[src/rtl/fetch_unit.sv]
// Instruction-fetch stage: owns the PC, fetches 16-bit words over req/ack and hands them to decode.
// Optional FETCH_INSTR_COUNT_EN adds a saturating executed-instruction counter port (instr_count).
module fetch_unit #(
  parameter logic [15:0] PC_RESET  = 16'h0000,
  parameter int unsigned TIMEOUT   = 16,
  parameter logic [15:0] INSTR_NOP = 16'h0800
) (
  input  logic        clk,
  input  logic        rst,
  input  logic [15:0] nextPC,
  input  logic        halt,
  output logic        imem_req,
  output logic [15:0] imem_addr,
  input  logic [15:0] imem_rdata,
  input  logic        imem_ack,
  output logic [15:0] instruction,
  output logic [15:0] currPC,
  output logic [15:0] new_addr,
  output logic        instr_valid,
  output logic        halted,
`ifdef FETCH_INSTR_COUNT_EN
  output logic [15:0] instr_count,
`endif
  output logic        err
);

  localparam int unsigned XLEN  = 16;
  localparam int unsigned CNT_W = 8;
  localparam logic [CNT_W-1:0] TO_LAST = CNT_W'(TIMEOUT - 1);

  typedef enum logic [1:0] {
    S_FETCH  = 2'd0,
    S_EXEC   = 2'd1,
    S_HALTED = 2'd2
  } state_e;

  state_e            state_q, state_d;
  logic [XLEN-1:0]   pc_q, pc_d;
  logic [XLEN-1:0]   new_addr_q, new_addr_d;
  logic [XLEN-1:0]   instr_q, instr_d;
  logic [CNT_W-1:0]  cnt_q, cnt_d;
  logic              req_q, req_d;
  logic              valid_q, valid_d;
  logic              halted_q, halted_d;
  logic              err_q, err_d;

  // State register; output flags are registered alongside the state they decode.
  always_ff @(posedge clk or posedge rst) begin
    if (rst) begin
      state_q    <= S_FETCH;
      pc_q       <= PC_RESET;
      new_addr_q <= XLEN'(PC_RESET + XLEN'(2));
      instr_q    <= INSTR_NOP;
      cnt_q      <= '0;
      req_q      <= 1'b1;
      valid_q    <= 1'b0;
      halted_q   <= 1'b0;
      err_q      <= 1'b0;
    end else begin
      state_q    <= state_d;
      pc_q       <= pc_d;
      new_addr_q <= new_addr_d;
      instr_q    <= instr_d;
      cnt_q      <= cnt_d;
      req_q      <= req_d;
      valid_q    <= valid_d;
      halted_q   <= halted_d;
      err_q      <= err_d;
    end
  end

  // Next-state logic: the instruction register reads as NOP outside the EXEC cycle.
  always_comb begin
    state_d  = state_q;
    pc_d     = pc_q;
    cnt_d    = cnt_q;
    instr_d  = INSTR_NOP;
    req_d    = 1'b0;
    valid_d  = 1'b0;
    halted_d = halted_q;
    err_d    = err_q;
    case (state_q)
      S_FETCH: begin
        if (imem_ack) begin
          instr_d = imem_rdata;
          valid_d = 1'b1;
          cnt_d   = '0;
          state_d = S_EXEC;
        end else if (cnt_q == TO_LAST) begin
          err_d    = 1'b1;
          halted_d = 1'b1;
          state_d  = S_HALTED;
        end else begin
          cnt_d = cnt_q + CNT_W'(1);
          req_d = 1'b1;
        end
      end
      S_EXEC: begin
        if (halt) begin
          halted_d = 1'b1;
          state_d  = S_HALTED;
        end else if (nextPC[0]) begin
          err_d    = 1'b1;
          halted_d = 1'b1;
          state_d  = S_HALTED;
        end else begin
          pc_d    = nextPC;
          req_d   = 1'b1;
          state_d = S_FETCH;
        end
      end
      S_HALTED: begin
        state_d = S_HALTED;
      end
      default: begin
        state_d = S_HALTED;
      end
    endcase
    new_addr_d = XLEN'(pc_d + XLEN'(2));
  end

`ifdef FETCH_INSTR_COUNT_EN
  logic [XLEN-1:0] icnt_q, icnt_d;

  // Counts EXEC cycles, saturating at all-ones.
  always_comb begin
    icnt_d = icnt_q;
    if (state_q == S_EXEC && icnt_q != '1) begin
      icnt_d = icnt_q + XLEN'(1);
    end
  end

  always_ff @(posedge clk or posedge rst) begin
    if (rst) begin
      icnt_q <= '0;
    end else begin
      icnt_q <= icnt_d;
    end
  end

  assign instr_count = icnt_q;
`endif

  assign imem_req    = req_q;
  assign imem_addr   = pc_q;
  assign instruction = instr_q;
  assign currPC      = pc_q;
  assign new_addr    = new_addr_q;
  assign instr_valid = valid_q;
  assign halted      = halted_q;
  assign err         = err_q;

endmodule

[config.mk]
export PLATFORM = sky130hd
export DESIGN_NAME = fetch_unit
export DESIGN_NICKNAME = d
export VERILOG_FILES = /design/src/rtl/fetch_unit.sv
export SDC_FILE = /design/constraint.sdc
export NUM_CORES = 1
export LEC_CHECK = 0
export ABC_AREA = 1
export CAP_MARGIN = 0
export CORE_MARGIN = 1.5
export CORE_UTILIZATION = 25
export CTS_CLUSTER_DIAMETER = 80
export DETAILED_ROUTE_END_ITERATION = 12
export GPL_ROUTABILITY_DRIVEN = 0
export HOLD_SLACK_MARGIN = 0.03
export PLACE_DENSITY = 0.59
export SYNTH_ARGS = -nofsm -noshare
export SYNTH_HDL_FRONTEND = slang
export SYNTH_SLANG_ARGS = --single-unit
export TNS_END_PERCENT = 1
[constraint.sdc]
create_clock -name clk -period 1.9 [get_ports clk]
set_input_delay 0.285 -clock clk [delete_from_list [all_inputs] [get_ports clk]]
set_output_delay 0.285 -clock clk [all_outputs]
set_load 0.02 [all_outputs]
# After elaboration in Yosys (flattened, before gate mapping)
# Cells that the tools add are included.
# word_totals
ff_bits	62
output_inout_bits	68
# classes
n_mux	26
add_sub_neg	2
n_reduce_logical	5
eq_ne	9
# op_table
op	n
16-bit 2-to-1 mux	5
16-bit by 2-bit adder with 16-bit output, second input constant	1
8-bit 2-to-1 mux	2
1-bit 2-to-1 mux	11
2-bit != test, second input constant	5
8-bit by 1-bit adder with 8-bit output, second input constant	1
8-bit by 4-bit == test with 1-bit output, second input constant	1
2-bit 2-to-1 mux	4
3-bit != test, second input constant	2
1-bit one-hot mux with 2 select lines	3
5-bit AND reduction	1
2-bit one-hot mux with 2 select lines	1
4-bit AND reduction	1
2-bit by 1-bit == test with 1-bit output, second input constant	1
2-bit zero test	1
2-bit AND reduction	1
2-bit nonzero test	1

# Depth between registers and ports, before layout
# logic_depth
ltp_word	4
mapped_depth	11

# Worst setup path before layout
# No wires, ideal clock.
# synth_path
kind	reg2reg
start	register state_q[1]
end	register new_addr_q[15], in the netlist new_addr[15]
setup_time_ns	0.117
n_path_buf	0
stages_incl_launch_ff	10
arrival_ns	1.454
slack_ns	0.329
cell_sequence	dfrtp_1 nor2_4 nand3_1 nand2_1 ha_1 nand3_2 nor2_4 nand3_1 nand2_1 nand2_1
# synth_via
elab_chain_cells	3
# synth_lines
element	line_no	text
start: declaration	37	state_e state_q, state_d;
start signal: assignment	60	state_q <= state_d;
2-bit by 1-bit == test with 1-bit output	82	case (state_q)
16-bit 2-to-1 mux	82	
named net pc_d[1]	38	logic [XLEN-1:0] pc_q, pc_d;
16-bit by 2-bit adder with 16-bit output	119	new_addr_d = XLEN'(pc_d + XLEN'(2));
named net new_addr_d[15]	39	logic [XLEN-1:0] new_addr_q, new_addr_d;
end signal: assignment	52	new_addr_q <= XLEN'(PC_RESET + XLEN'(2));
end signal: assignment	62	new_addr_q <= new_addr_d;
end: declaration	39	
# The timed path passes the listed nets, and every way through them passes these cells.
# A chain may end at the register's enable or synchronous reset.

# Worst setup path in the final report
# layout_path
start	register req_q, in the netlist imem_req
end	output imem_req
# layout_rtl
element	line_no	text
start: declaration	42	logic req_q, req_d;
start signal: assignment	65	req_q <= req_d;
end: declaration	12	output logic imem_req,
# No word-level cell between the ends.

==> impl_metrics.py <==
metrics = {
    "clock_network": {
        "holdBufCountCts": 0,
        "cts-root-buf": "sky130_fd_sc_hd__clkbuf_16",
        "postCtsSetupRepairBufs": 0,
        "numCtsBuffers": 9,
        "tritoncts_clock_tree": "yes",
        "clock_latency_ns": 0.33,
        "number_of_sinks_on_the_clock_net": 60,
        "ctsHtreeMaxLevel": 3,
        "cts-root-to-sink-buffers": 2,
        "clk_transition_reported_paths_ns": 0.05,
    },
    "floorplanning": {
        "placementRows": 38,
        "floorplan.die.width_microns": 110,
        "die_h_microns": 110,
        "die_area_sq_mm": 0.0120,
        "floorplan.initialDensity_pct": 25.9,
        "num_io_pins": 104,
        "floorplan.core_area_sq_mm": 0.0109,
    },
    "critical_path": {
        "critical_path.cell_chain": "clkdlybuf4s50_1",
        "path_delay_family": "buffers and inverters",
        "critPathLaunchType": "register",
        "cp_data_required_time_ns": 1.62,
        "worst_setup_endpoint": "imem_req",
        "crit_path_arrival_time_ns": 1.44,
        "cp.depth": 1,
        "crit-reg2reg-capture": "cnt_q[5]",
        "worst-r2r-cell-count": 9,
        "path_class": "reg2out",
        "setup.worst_path.end_class": "primary output",
        "crit_path_max_incr_delay_ns": 0.60,
        "timing.rr.start": "cnt_q[0]",
        "critPathBufInv": 1,
        "reg2reg_slack_ns": 0.18,
        "worstSetupStartpoint": "imem_req",
        "worst-path-max-fanout": 1,
        "critical_path_slowest_stage_cell": "sky130_fd_sc_hd__clkdlybuf4s50_1",
    },
    "yosys": {
        "synth.area.top_cells": "sky130_fd_sc_hd__dfrtp_1 (50%), sky130_fd_sc_hd__nand2_1 (8.2%), sky130_fd_sc_hd__buf_4 (4.8%)",
        "yosysTopAreaCellShare_pct": 50.3,
        "postSynthRegisterBits": 60,
        "async_flop_share_pct": 100,
        "synth_area_leader_cell": "sky130_fd_sc_hd__dfrtp_1",
        "ys.warnings.count": 0,
        "synth.avg_cell_area_sq_um": 9.75,
        "synth_top_flop_cell": "sky130_fd_sc_hd__dfrtp_1",
        "ys_seq_area_share_pct": 53.0,
        "post_synth_inst_count": 291,
        "synth_edf_count": 0,
        "mappedNetlistArea_sq_mm": 0.00284,
        "ys_types": 31,
    },
    "placement": {
        "buffer_ports.inserted": 100,
        "placed_cells_incl_taps": 532,
        "post_dp_cell_area_sq_mm": 0.00405,
        "hpwl_after_detailed_placement_mm": 5.38,
    },
    "layout": {
        "post_layout_nonfiller_instances": 548,
        "most-common-layout-cells": "sky130_fd_sc_hd__clkdlybuf4s50_1 (100), sky130_fd_sc_hd__nand2_1 (62), sky130_fd_sc_hd__dfrtp_1 (57)",
        "layout_commonest_cell": "sky130_fd_sc_hd__clkdlybuf4s50_1",
        "nets": 441,
        "layout.cell_area.non_filler_sq_mm": 0.00437,
        "n_antenna_cell": 0,
        "ratio_of_cells_with_drive_above_1_in_the_final_layout_pct": 21.8,
        "area_growth_pct": 54.0,
    },
    "grt": {
        "grt_remaining_overflow": 0,
        "grt_first_pass_wirelength_mm": 11.4,
        "pin_count_of_the_biggest_net_entering_global_routing": 48,
        "grtUsageTotal_pct": 12.6,
        "initial_antenna_violation_count": 0,
        "first_global_vias": 2320,
    },
    "sta": {
        "setup_viol": 0,
        "rsz0062_at_grt": "no",
        "layout_min_cycle_time_ns": 1.72,
        "fmaxAchievable_ghz": 0.580,
        "fraction_of_the_cycle_the_final_worst_path_needs_pct": 90.7,
        "fin_worst_skew_ns": 0.00774,
        "finalHoldWorstSlack_ns": 0.240,
        "final-hold-violation-count": 0,
        "drv_slew": 0,
    },
    "routing": {
        "wl_mm": 6.97,
        "wl_per_cell_microns": 12.7,
        "drt.antenna.violating_nets": 0,
        "route.detailed.drc": 0,
        "detail_route.first_pass.iterations": 4,
        "overall_via_count_from_detail_route": 2292,
        "first_iter_violations": 60,
        "vias_per_cell": 4.18,
    },
    "run": {
        "max_cap_violations": 0,
    },
    "pwr": {
        "vdd_ir_drop_max_v": 0.000749,
        "tot_pwr_mw": 6.78,
        "leakagePower_nw": 1.97,
        "power.density_cell_area_mw_per_mm2": 1550,
    },
    "status": {
        "outcome": "finished, final reports clean",
    },
    "hold_path": {
        "hold_class": "in2async",
    },
}
## registers in the layout, summed over array words and instances (netlist names)
name / cells
instruction: 16
currPC: 15
new_addr: 15
cnt_q: 8
state_q: 2
err: 1
halted: 1
imem_req: 1
instr_valid: 1
## report_power, final
part	switching [mW]	internal, mW
Clock	0.558	1.18
Combinational	1.72	1.38
Sequential	0.244	1.70
Total	2.52	4.26
## cells in the mapped netlist (2+ instances only)
cell type                   n
sky130_fd_sc_hd__nand4_1    7
sky130_fd_sc_hd__inv_1     17
sky130_fd_sc_hd__o21ai_0    7
sky130_fd_sc_hd__nor2_1    28
sky130_fd_sc_hd__a21oi_1    6
sky130_fd_sc_hd__nand3b_1   2
sky130_fd_sc_hd__dfstp_2    3
sky130_fd_sc_hd__a21o_1     2
sky130_fd_sc_hd__buf_4     18
sky130_fd_sc_hd__buf_6      2
sky130_fd_sc_hd__xor2_1     3
sky130_fd_sc_hd__xnor2_1    3
sky130_fd_sc_hd__dfrtp_1   57
sky130_fd_sc_hd__inv_2      5
sky130_fd_sc_hd__nand2_4   10
sky130_fd_sc_hd__ha_1       2
sky130_fd_sc_hd__nand3_2    9
sky130_fd_sc_hd__nand2_1   62
sky130_fd_sc_hd__clkbuf_1   2
sky130_fd_sc_hd__nand2_2   10
sky130_fd_sc_hd__nand3_1   18
sky130_fd_sc_hd__nor2_4     9
## cell families after synthesis
kind of cell / synth area share [%]
xor gates and xnor gates: 2.43
and+or+nand+nor: 30.7
buffers and inverters: 9.39
adders and majority gates: 0.882
DFF: 53.0
AOI/OAI and AO/OA: 3.44
other: 0.132
## timing repair
action	4_1_cts	5_1_grt
endpoints found under the hold margin	0	0
setup endpoints to repair	0	1
gates resized for setup	0	1
## through the flow
step | TNS [ns] | setup WS (ns) | util, %
floorplan | 0 | 0.135 | -
finish | 0 | 0.177 | 40.0
CTS | 0 | 0.154 | 39.9
global route | 0 | 0.0278 | 40.0
global placement | -0.590 | -0.0877 | 37.0
detailed placement | -0.993 | -0.143 | 37.0
## worst min path at each step
stage / slack, ns / startpoint / cells past startpoint / to
2_1_floorplan: 0.40 / imem_rdata[11] / 1 / instruction[11]
5_1_grt: 0.28 / rst / 2 / instruction[0]
3_5_place_dp: 0.45 / halted / 1 / halted
6_report: 0.24 / rst / 2 / instruction[0]
3_3_place_gp: 0.44 / halted / 1 / halted
4_1_cts: 0.25 / rst / 2 / instruction[6]
## per-layer routing
metal | GRT usage [%] | share of wire, % | vias up
li1 | - | - | 1127
met2 | 18.8 | 45 | 78
met1 | 16.5 | 46 | 1077
met4 | 7.14 | 1.9 | 0
met5 | 0 | 0 | -
met3 | 3.44 | 6.7 | 10
## final cells by class
cell class	count	area, sq um
Tap cell	140	175
Multi-Input combinational cell	187	1080
Fill cell	1087	6570
Timing Repair Buffer	123	1210
Sequential cell	60	1510
Clock inverter	4	72.6
Inverter	22	82.6
Clock buffer	12	246
(Power assumes the default switching activity.)
